File: src/rtl/fifo_dc_drain.sv
// Read-side master for fifo_dc: issues pops, absorbs the one-cycle read latency in a
// two-entry skid buffer and presents the words as a burst-framed valid/ready stream.
module fifo_dc_drain #(
   parameter int C_WIDTH          = 8,
   parameter int C_LOG_FIFO_DEPTH = 3,
   parameter int C_BURST_LEN      = 4
) (
   input  logic                        clk,
   input  logic                        rst,
   input  logic                        enable,
   input  logic                        fifo_empty,
   input  logic [C_LOG_FIFO_DEPTH:0]   fifo_count,
   output logic                        fifo_rd_en,
   input  logic [C_WIDTH-1:0]          fifo_data,
   output logic [C_WIDTH-1:0]          m_data,
   output logic                        m_valid,
   input  logic                        m_ready,
   output logic                        m_last,
   output logic                        burst_done,
   output logic [15:0]                 words_out
);

   localparam int C_BEAT_W = (C_BURST_LEN > 1) ? $clog2(C_BURST_LEN) : 1;
   localparam logic [C_BEAT_W-1:0] C_LAST_BEAT = C_BEAT_W'(C_BURST_LEN - 1);

   typedef enum logic [1:0] {
      EMPTY = 2'd0,
      ONE   = 2'd1,
      TWO   = 2'd2
   } occ_e;

   occ_e                occ_q, occ_d;
   logic                pending_q, pending_d;
   logic [C_WIDTH-1:0]  head_q, head_d;
   logic [C_WIDTH-1:0]  spare_q, spare_d;
   logic [C_BEAT_W-1:0] beat_q, beat_d;
   logic                burst_done_q, burst_done_d;
   logic [15:0]         words_q, words_d;
   logic                acc;
   logic [2:0]          in_flight;

   assign m_valid    = (occ_q != EMPTY);
   assign m_data     = head_q;
   assign m_last     = m_valid & (beat_q == C_LAST_BEAT);
   assign burst_done = burst_done_q;
   assign words_out  = words_q;
   assign acc        = m_valid & m_ready;

   // Words already buffered or still in flight must never exceed the two buffer slots,
   // counting the slot freed by this cycle's handshake.
   assign in_flight  = {1'b0, occ_q} + {2'b0, pending_q};
   assign fifo_rd_en = enable & ~fifo_empty & (in_flight < (3'd2 + {2'b0, acc}));

   always_comb begin
      occ_d        = occ_q;
      pending_d    = fifo_rd_en;
      head_d       = head_q;
      spare_d      = spare_q;
      beat_d       = beat_q;
      burst_done_d = acc & m_last;
      words_d      = words_q + {15'b0, acc};

      if (acc) begin
         beat_d = m_last ? '0 : beat_q + C_BEAT_W'(1);
      end

      // The spare slot always holds the younger word, so it shifts into head on a handshake.
      case (occ_q)
         EMPTY: begin
            if (pending_q) begin
               head_d = fifo_data;
               occ_d  = ONE;
            end
         end
         ONE: begin
            case ({pending_q, acc})
               2'b10: begin
                  spare_d = fifo_data;
                  occ_d   = TWO;
               end
               2'b01: occ_d = EMPTY;
               2'b11: head_d = fifo_data;
               default: occ_d = ONE;
            endcase
         end
         TWO: begin
            if (acc) begin
               head_d = spare_q;
               if (pending_q) begin
                  spare_d = fifo_data;
               end else begin
                  occ_d = ONE;
               end
            end
         end
         default: occ_d = EMPTY;
      endcase
   end

   always_ff @(posedge clk or posedge rst) begin
      if (rst) begin
         occ_q        <= EMPTY;
         pending_q    <= 1'b0;
         head_q       <= '0;
         spare_q      <= '0;
         beat_q       <= '0;
         burst_done_q <= 1'b0;
         words_q      <= '0;
      end else begin
         occ_q        <= occ_d;
         pending_q    <= pending_d;
         head_q       <= head_d;
         spare_q      <= spare_d;
         beat_q       <= beat_d;
         burst_done_q <= burst_done_d;
         words_q      <= words_d;
      end
   end

   // fifo_count is status only; it is used here to cross-check the FIFO's own flags.
   a_empty_matches_count : assert property (@(posedge clk) disable iff (rst)
      fifo_empty == (fifo_count == '0));

   a_no_overfill : assert property (@(posedge clk) disable iff (rst)
      !(occ_q == TWO && pending_q && !acc));

endmodule

File: config.mk
export PLATFORM = sky130hd
export DESIGN_NAME = fifo_dc_drain
export DESIGN_NICKNAME = d
export VERILOG_FILES = /design/src/rtl/fifo_dc_drain.sv
export SDC_FILE = /design/constraint.sdc
export NUM_CORES = 1
export LEC_CHECK = 0
export BUFFER_PORTS_ARGS = -buffer_cell sky130_fd_sc_hd__buf_2
export CAP_MARGIN = 10
export CORE_AREA = 2 2 81 83
export DETAILED_ROUTE_END_ITERATION = 6
export DIE_AREA = 0 0 83 85
export GPL_ROUTABILITY_DRIVEN = 0
export GPL_TIMING_DRIVEN = 1
export PLACE_DENSITY = 0.47
export SETUP_SLACK_MARGIN = 0.15
export SKIP_LAST_GASP = 1
export SYNTH_ARGS = -nofsm -noshare
export SYNTH_HDL_FRONTEND = slang
export SYNTH_SLANG_ARGS = --single-unit
File: constraint.sdc
create_clock -name clk -period 3.05 [get_ports clk]
set_input_delay 0.4575 -clock clk [delete_from_list [all_inputs] [get_ports clk]]
set_output_delay 0.4575 -clock clk [all_outputs]
set_load 0.02 [all_outputs]
-- Yosys cells after proc, flatten, opt, wreduce, memory -nomap -nowiden
Cells that the tools add are included.
- eq/ne operators: 13
- reduce and logical (&&, ||, !) cells: 7
- multiplexer cells: 13
- bitwise logic cells: 6
- $lt $le $gt $ge: 1
- $add $sub $neg: 4
- operator list (kind ; number):
    8-bit 2-to-1 mux ; 5
    8-bit one-hot mux with 3 select lines ; 1
    16-bit by 1-bit adder with 16-bit output ; 1
    8-bit one-hot mux with 2 select lines ; 1
    2-bit != test (second input constant) ; 6
    2-bit one-hot mux with 3 select lines ; 2
    4-bit AND reduction ; 3
    2-bit == test (second input constant) ; 4
    2-bit 2-to-1 mux ; 4
    1-bit AND ; 5
    2-bit by 1-bit == test with 1-bit output (second input constant) ; 2
    2-bit nonzero test ; 2
    2-bit by 1-bit adder with 3-bit output ; 1
    2-bit by 1-bit adder with 3-bit output (first input constant) ; 1
    3-bit < comparator ; 1
    3-bit nonzero test ; 1
    2-bit by 1-bit adder with 2-bit output (second input constant) ; 1
    2-bit zero test ; 1
    2-bit by 1-bit != test with 1-bit output (second input constant) ; 1
    1-bit inverter ; 1
- word-level logic and storage cells: 51
- output and inout port bits: 28
- input port bits: 17
- register bits: 38

-- Logic depth before layout (Yosys ltp)
Gate-level depths: netlist of the first run.
- word-level depth: 5
- mapped depth: 8
- depth with buffers taken out: 7

-- Worst setup path before layout of the first run
OpenSTA, ideal clock, no wires.
- path kind: register to register
- start: register occ_q[1]
- end: register spare_q[0]
- path slack: 1.032 ns
- library setup time: 0.125 ns
- stages on the path, launching flop included: 8
- clock period less this slack: 2.018 ns
- buffers on the path: 1
- arrival: 1.892 ns
- required time: 2.925 ns
- cell sequence: dfrtp_1 > buf_6 > or2_2 > nand2_2 > ha_1 > nand2_1 > o21ai_4 > mux2_4
- longest elaborated chain between the ends: 5
- elaborated cells on any way between the ends: 11
- classes of those cells: 6 x eq/ne; 1 x mux; 1 x bitwise; 3 x reduce/logical
- ends and longest elaborated chain (what ; line ; RTL):
    start, declared ; 32 ; occ_e occ_q, occ_d;
    start signal, assigned ; 102 ; occ_q <= EMPTY;
    start signal, assigned ; 110 ; occ_q <= occ_d;
    2-bit nonzero test (*) ; 42 ; assign m_valid = (occ_q != EMPTY);
    net m_valid ; 16 ; output logic m_valid,
    1-bit AND (*) ; 47 ; assign acc = m_valid & m_ready;
    2-bit == test ; 76 ; case ({pending_q, acc})
    2-bit != test (no source line) ; n/a ;
    4-bit AND reduction (no source line) (*) ; n/a ;
    end signal, assigned ; 113 ; spare_q <= spare_d;
    end, declared ; 35 ; logic [C_WIDTH-1:0] spare_q, spare_d;
Mark *: on every way through the listed nets, which the timed path passes. The rest lies on a longest branch.
A chain may end at the register's enable or synchronous reset.

-- Worst setup path after layout of the first run
- start: register occ_q[1]
- end: output fifo_rd_en
- longest elaborated chain between the ends: 5
- elaborated cells on any way between the ends: 6
- classes of those cells: 2 x add/sub; 1 x order compare; 2 x bitwise; 1 x reduce/logical
- ends and longest elaborated chain (what ; line ; RTL):
    2-bit nonzero test ; 42 ;
    1-bit AND ; 47 ;
    2-bit by 1-bit adder with 3-bit output ; 52 ; assign fifo_rd_en = enable & ~fifo_empty & (in_flight < (3'd2 + {2'b0, acc}));
    3-bit < comparator (*) ; 52 ;
    1-bit AND (*) ; 52 ;
    end, declared ; 13 ; output logic fifo_rd_en,
Every way passes the cells marked *; elsewhere a longest branch is shown, timed or not.

==> results of run 1 <==
[cells in the mapped netlist, types with 2 or more instances]
library cell,n,area [sq um]
and3_1,5,31.3
and4_1,2,17.5
buf_6,4,45.0
dfrtp_1,38,951
ha_1,5,62.6
inv_1,2,7.51
mux2_4,8,120
mux2i_1,9,90.1
nand2_1,15,56.3
nand3_1,3,15.0
nand4_1,4,25.0
nor2_1,4,15.0
o21ai_1,9,45.0
xnor2_1,9,78.8
xor2_1,5,43.8
[tightest hold or removal path, delay by kind of cell]
kind / cells / cell delay, ps
buffers and inverters: 3 / 550
[cells by family after synthesis]
group,after synthesis
adders and majority gates,5
buffers and inverters,7
muxes,18
and+or+nand+nor,42
xor gates and xnor gates,15
AOI/OAI and AO/OA,17
DFF,38
[layout make-up]
class	count	area, sq um	share of cell area (%)
flip-flops and latches	38	951	44.2
multi-input cells	97	791	36.7
repair buffers	42	215	10.0
well taps	77	96.3	4.48
clock buffers	7	86.3	4.01
inverters	2	7.51	0.349
clock inverters	1	5.00	0.233
[sequential cells by signal, indices dropped and copies added (netlist names)]
| name | cells |
|---|---|
| spare_q | 8 |
| beat_q | 2 |
| m_data | 8 |
| burst_done | 1 |
| words_out | 16 |
| pending_q | 1 |
| occ_q | 2 |
[metrics by stage]
step	hold slack (ps)	std cells	instance area, sq um
after floorplan	468	142	1800
after global placement	460	256	2060
after detailed placement	465	256	2060
after CTS	294	264	2150
after global routing	322	264	2150
final	279	264	2150
[placed cells by master, fill, tap and decap left out, types with 6 or more instances in the layout]
master	instances
buf_2	40
clkbuf_8	6
dfrtp_1	38
mux2_4	8
mux2i_1	9
nand2_1	15
o21ai_1	9
xnor2_1	9
[per-layer routing]
metal / vias up / share of wire, % / track usage (%)
met5: - / 0 / 0
met4: 0 / 1.8 / 4.47
met1: 551 / 49 / 12.7
met3: 7 / 6.3 / 3.31
met2: 37 / 43 / 15.3
li1: 582 / - / -
[worst min path at each step]
stage / from / to / depth (start not counted)
3_3_place_gp: words_out[15] / words_out[15] / 1
3_5_place_dp: words_out[15] / words_out[15] / 1
6_report: rst / words_out[7] / 3
5_1_grt: rst / words_out[7] / 3
4_1_cts: rst / words_out[14] / 3
2_1_floorplan: beat_q[1] / beat_q[1] / 1
[where the power goes]
group / switching (W) / internal, W
Combinational: 0.000332 / 0.000289
Sequential: 0.000139 / 0.000671
Clock: 0.000177 / 0.000182
==> qor.csv, run 1 <==
metric,value,unit
"Avg Cell Area, Syn",12.7,sq um
Post-Synth XOR/XNOR Area,7.71,%
Vias,1177,
maxcap violations,0,
Initial Util,29.0,%
Max clock buf depth,2,
Simple-Gate Fraction of Synth Area,13.0,%
Post-Route WL,3.20,mm
core box area,6200,sq um
final core occ,34.7,%
Routed wire per std cell,12.1,um
post-route minimum period,2180,ps
Cell Rows,29,
pwr/cell area,832,nW/um^2
Nets,208,
first-pass detailed-route iteration total,4,
setup TNS,0,ps
clk root buf,clkbuf_8,
crit-path max FO,8,
Critical Path Max Stage Delay,500,ps
fillcell total,646,
clock tree from TritonCTS,yes,
reg2reg start,occ_q[1],
RSZ-0062 raised after global routing,no,
post-CTS resize count,0,
reg2reg setup slack,910,ps
yosys warns,0,
worst-margin pin slew,494,ps
"CTS clk-pin slew, worst paths",80,ps
clock skew,4.84,ps
CTS H-tree lvls,2,
vias in the first global route,1176,
critical setup path kind,flop to primary output,
largest net degree at the start of global routing,39,
Syn Nets,164,
# port buffers,40,
largest family of logic cells by synthesized area,simple AND/OR/NAND/NOR gates,
setup violators final,0,
Synth Area in Compound Gates,7.43,%
Final period util,71.5,%
Antenna Cells,0,
final hold vios,0,
area of the die,7060,sq um
worst reg-to-reg path cell count,6,
antenna-violating nets left,0,
Total GRT Usage,9.92,%
Post-synth EDFFs,0,
cts hold-fix bufs,0,
crit path capture,fifo_rd_en,
CP cell instances,or2_2 -> nand2_2 -> o21ai_1 -> and3_1 -> buf_2,
"Slowest-stage cell, CP",dfrtp_1,
Post-synth ARST share,100,%
I/O pins,45,
count of pins over their slew limit,0,
initial DRC count,25,
CP required,2590,ps
Worst Path Buf+Inv,1,
Die Ht,85,um
Num CTS Buffers,5,
Hold Crit Class,input pin to asynchronous set/reset pin,
crit end category,primary output,
Worst path depth,5,
origin of the worst setup path,occ_q[1],
final setup margin,869,ps
DRC,0,
Setup Buffers After CTS,0,
number of synthesized register bits,38,
Worst-Skew Late Latency,290,ps
post-synth cell types,35,
initial antenna violation count,0,
total gr overflow,0,
CP arrival,1720,ps
ys flop type,dfrtp_1,
Via density,4.46,
"CP delay by family, top",simple AND/OR/NAND/NOR gates,
die width,83,um
Worst setup SP type,flop,
status,"finished, final reports clean",
total power,0.00179,W
global-route wire length before repair,5.60,mm
Lkg Pwr,1.06,nW
pre-CTS setup slack,899,ps
multiplexer share of the synthesized area,12.3,%
worst r2r dst,spare_q[1],
register area share after synthesis,52.8,%
clock sink count,38,
Area Growth Syn to Fin,19.4,%
Synth Area in Adders,3.47,%
fmax,459,MHz
slew margin rel.,67.1,%
Syn Std Cell Area,1800,sq um
Max VDD drop,0.000387,V
share of layout cells above drive strength 1,34.8,%
HPWL Detailed,2.22,mm
synthesized instance count,142,
Note: power is estimated with default switching activity, not from simulation.
==> inputs of run 2 (changes only) <==
--- a/config.mk
+++ b/config.mk
@@ -12,7 +12,7 @@
 export DIE_AREA = 0 0 83 85
 export GPL_ROUTABILITY_DRIVEN = 0
 export GPL_TIMING_DRIVEN = 1
-export PLACE_DENSITY = 0.47
+export PLACE_DENSITY = 0.49
 export SETUP_SLACK_MARGIN = 0.15
 export SKIP_LAST_GASP = 1
 export SYNTH_ARGS = -nofsm -noshare
==> constraint.sdc (replaced) <==
create_clock -name clk -period 2 [get_ports clk]
set_input_delay 0.3 -clock clk [delete_from_list [all_inputs] [get_ports clk]]
set_output_delay 0.3 -clock clk [all_outputs]
set_load 0.02 [all_outputs]
==> run 2 against run 1 <==
  * Sequential power rose by 48%
  * Largest power group unchanged
  * Hold slack worse by 160 ps
  * Via count grew 2.6%
==> qor.csv, run 2 (same netlist as run 1, synthesis figures left out) <==
metric,value,unit
"Slowest-stage cell, CP",dfrtp_1,
"CTS clk-pin slew, worst paths",80,ps
clock tree from TritonCTS,yes,
P_int,0.00185,W
Cell Rows,29,
Vias,1208,
cts hold-fix bufs,0,
"commonest cells after routing, fill and taps aside","39 x buf_2, 38 x dfrtp_1, 14 x nand2_1, 9 x mux2i_1, 9 x xnor2_1",
clock skew,5.81,ps
vias in the first global route,1242,
share of layout cells above drive strength 1,40.2,%
Critical Path Max Stage Delay,390,ps
fin cells,271,
CTS H-tree lvls,2,
met2 Use GR,15.7,%
pre-CTS setup slack,184,ps
Worst-Skew Late Latency,290,ps
count of pins over their slew limit,0,
Initial Util,29.0,%
total gr overflow,0,
Post-Route WL,3.36,mm
fmax,544,MHz
clk root buf,clkbuf_8,
pwr/cell area,1260,nW/um^2
final hold vios,0,
initial antenna violation count,0,
GRT Max-Usage Layer,met2,
post-route minimum period,1840,ps
Antenna Cells,0,
clock power share,18.9,%
Worst setup SP type,flop,
I/O pins,45,
core box area,6200,sq um
Sw Share,35.7,%
RSZ-0062 raised after global routing,yes,
Hold Crit Class,input pin to asynchronous set/reset pin,
Total GRT Usage,10.3,%
crit end category,primary output,
logic gate share of total power,39.5,%
Nets,215,
Lkg Pwr,1.10,nW
HPWL Detailed,2.39,mm
# port buffers,40,
crit-path max FO,2,
Final period util,91.9,%
DRC,0,
die width,83,um
setup TNS,0,ps
initial DRC count,41,
Via density,4.46,
CP required,1700,ps
antenna-violating nets left,0,
CP cell instances,buf_6 -> ha_4 -> ha_4 -> o21ai_2 -> and3_4 -> buf_6,
Max VDD drop,0.000524,V
maxcap violations,0,
Routed wire per std cell,12.4,um
final setup margin,161,ps
Area Growth Syn to Fin,26.7,%
first-pass detailed-route iteration total,2,
area of the die,7060,sq um
slew margin rel.,67.1,%
setup violators final,0,
worst-margin pin slew,493,ps
status,"finished, final reports clean",
met3 Use GR,3.11,%
critical setup path kind,flop to primary output,
Die Ht,85,um
clock sink count,38,
placed insts,260,
Reg power frac,41.6,%
"commonest non-fill, non-tap cell in the layout",buf_2,
reg2reg setup slack,290,ps
CP arrival,1540,ps
switching pwr,0.00103,W
Num CTS Buffers,5,
global-route wire length before repair,5.79,mm
GRT met1 Usage,13.7,%
Largest register FFs,16,
Max clock buf depth,2,
largest net degree at the start of global routing,39,
[run 2: power groups by stage]
stage / logic (W) / clock network [W] / registers (W)
after global routing: 0.00124 / 0.000608 / 0.00124
after floorplan: 0.000612 / 0 / 0.00137
after CTS: 0.00113 / 0.000577 / 0.00120
after global placement: 0.00106 / 0 / 0.00121
final: 0.00114 / 0.000545 / 0.00120
after detailed placement: 0.00108 / 0 / 0.00121
[run 2: worst paths after layout]
kind                               start       endpoint  cells after the start
min in group clk            fifo_data[7]     spare_q[7]                      2
hold reg to reg            words_out[15]  words_out[15]                      1
max in group asynchronous            rst     spare_q[1]                      3
hold / removal                       rst       occ_q[0]                      3
setup reg to reg                occ_q[0]     spare_q[0]                      7
setup / recovery                occ_q[0]     fifo_rd_en                      6
[run 2: critical path, delay by kind of cell, from the launching register on]
kind | cells | cell delay, ps
flip-flops | 1 | 390
AO/OA/AOI/OAI | 1 | 40
adder cells (fa/ha/maj) | 2 | 400
AND/OR/NAND/NOR | 1 | 160
buffers and inverters | 2 | 250
[run 2: cell type report]
class	count	area (sq um)
fill	619	3920
sequential	38	951
multi-input combinational	97	847
timing repair buffer	49	290
tap	77	96.3
clock buffer	7	86.3
inverter	2	7.51
clock inverter	1	5.00
[run 2: routing by layer]
layer / vias up / wire (um)
met5: - / 0
met4: 0 / 38
met3: 6 / 183
met2: 35 / 1470
met1: 571 / 1670
li1: 596 / -
[run 2: stage by stage]
stage                     power, W  hold slack (ps)  cell area, sq um  utilization (%)
after CTS                  0.00290              136              2250             36.3
final                      0.00288              121              2280             36.8
after floorplan            0.00198              448              1820                -
after global routing       0.00308              167              2280             36.8
after global placement     0.00226              454              2110             34.1
after detailed placement   0.00228              456              2110             34.1
[run 2: what timing repair did]
| item | 4_1_cts | 5_1_grt |
|---|---|---|
| pin swaps | 1 | 2 |
| gates resized for setup | 6 | 2 |
| endpoints found under the setup margin | 1 | 9 |
| buffers inserted | 2 | 1 |
==> inputs of run 3 (changes only) <==
==> constraint.sdc (replaced) <==
create_clock -name clk -period 1.65 [get_ports clk]
set_input_delay 0.2475 -clock clk [delete_from_list [all_inputs] [get_ports clk]]
set_output_delay 0.2475 -clock clk [all_outputs]
set_load 0.02 [all_outputs]
==> run 3 against run 2 <==
  * The flow now finishes with violations (negative hold slack, negative setup slack)
  * Sequential share of layout area down 5.4 points
  * Final area up 15%
  * Via count up 6.9%
  * Die area unchanged
  * Utilization up 5.6 points
  * Cell count up 5.5%
  * First-iteration DRC count down 17%
  * Largest cell class is now multi-input combinational cells
  * Largest power group is now combinational logic
  * Highest routed layer unchanged
==> qor.csv, run 3 (same netlist as run 1, synthesis figures left out) <==
metric,value,unit
status,finished with violations,
failing checks,"negative hold slack, negative setup slack",
setup TNS,-305,ps
Hold WS,-7.95,ps
total gr overflow,0,
vias in the first global route,1294,
Post-Route WL,3.79,mm
clock tree from TritonCTS,yes,
antenna-violating nets left,0,
Antenna Cells,0,
Hold Crit Class,input pin to asynchronous set/reset pin,
worst reg-to-reg path cell count,7,
Vias,1291,
RSZ-0062 raised after global routing,yes,
multi-input logic area,1000,sq um
final setup margin,-133,ps
Initial Util,29.0,%
clock sink count,38,
maxcap violations,0,
Worst-Skew Late Latency,290,ps
"Design Area, Final",2630,sq um
pwr/cell area,1540,nW/um^2
core box area,6200,sq um
"commonest non-fill, non-tap cell in the layout",buf_2,
initial DRC count,34,
first-pass detailed-route iteration total,4,
final hold vios,10,
Routed wire per std cell,13.2,um
crit end category,primary output,
Total GRT Usage,11.1,%
reg2reg start,occ_q[0],
Lkg Pwr,1.26,nW
I/O pins,45,
CTS H-tree lvls,2,
"CTS clk-pin slew, worst paths",80,ps
critical setup path kind,flop to primary output,
Max VDD drop,0.000786,V
Reg area,953,sq um
Max clock buf depth,2,
CP arrival,1540,ps
Cell Rows,29,
Via density,4.51,
area of the die,7060,sq um
Nets,230,
global-route wire length before repair,6.24,mm
Final period util,108,%
Num CTS Buffers,5,
fillcell total,600,
post-route minimum period,1780,ps
Area Growth Syn to Fin,46.0,%
Worst setup SP type,flop,
Largest register FFs,16,
die width,83,um
count of pins over their slew limit,0,
cts hold-fix bufs,0,
slew margin rel.,80.9,%
CP required,1400,ps
DRC,0,
largest net degree at the start of global routing,39,
clock skew,5.85,ps
Placed Area,2220,sq um
reg2reg setup slack,-30,ps
crit-path max FO,2,
share of layout cells above drive strength 1,57.9,%
HPWL Detailed,2.40,mm
Die Ht,85,um
initial antenna violation count,0,
pre-CTS setup slack,-9.58,ps
"commonest cells after routing, fill and taps aside","37 x buf_2, 36 x dfrtp_1, 13 x buf_4, 10 x buf_6",
worst r2r dst,words_out[9],
setup violators final,12,
fmax,561,MHz
clk root buf,clkbuf_8,
worst-margin pin slew,287,ps
# port buffers,40,
==> run 3: worst max path at each step <==
stage / startpoint / end / slack, ps / cells past startpoint
final: occ_q[0] / fifo_rd_en / -130 / 6
after global routing: occ_q[0] / fifo_rd_en / -170 / 6
after CTS: occ_q[0] / fifo_rd_en / -150 / 6
after detailed placement: occ_q[0] / fifo_rd_en / -10 / 6
after global placement: occ_q[0] / fifo_rd_en / -9 / 6
after floorplan: occ_q[1] / spare_q[0] / -180 / 7
==> run 3: layout make-up <==
| class | instances | share of cell area [%] |
|---|---|---|
| Multi-Input combinational cell | 97 | 38.1 |
| Sequential cell | 38 | 36.3 |
| Timing Repair Buffer | 64 | 18.3 |
| Tap cell | 77 | 3.66 |
| Clock buffer | 7 | 3.28 |
| Inverter | 2 | 0.285 |
| Clock inverter | 1 | 0.190 |
==> run 3: report_power, final <==
group / internal (W) / total [W] / leakage [nW] / switching, W
Clock: 0.000337 / 0.000668 / 0.0482 / 0.000331
Combinational: 0.00101 / 0.00188 / 0.732 / 0.000868
Sequential: 0.00124 / 0.00151 / 0.484 / 0.000265
==> run 3: stage by stage <==
stage	hold slack, ps	util, %	std cells	power, W
6_report	-7.95	42.4	286	0.00406
2_1_floorplan	396	-	142	0.00243
3_3_place_gp	322	35.8	266	0.00289
5_1_grt	14.8	42.4	286	0.00434
3_5_place_dp	321	35.8	266	0.00291
4_1_cts	2.52	39.0	278	0.00374
==> run 3: what timing repair did <==
item	CTS	global route
pin swaps	3	12
resized for setup	18	36
buffers inserted	3	7
endpoints found under the setup margin	18	24
gates cloned	1	1
==> run 3: worst max-delay path: stages, from the launching register on <==
cell and delay (ps):
dfrtp_2 410, buf_6 120, ha_4 150, ha_4 250, o21ai_2 40, and3_4 140, buf_6 120
==> run 3: per-layer routing <==
layer | wire, um | track usage, %
met5 | 0 | 0
met4 | 15 | 3.13
met3 | 221 | 4.67
met2 | 1780 | 17.4
met1 | 1770 | 14.0
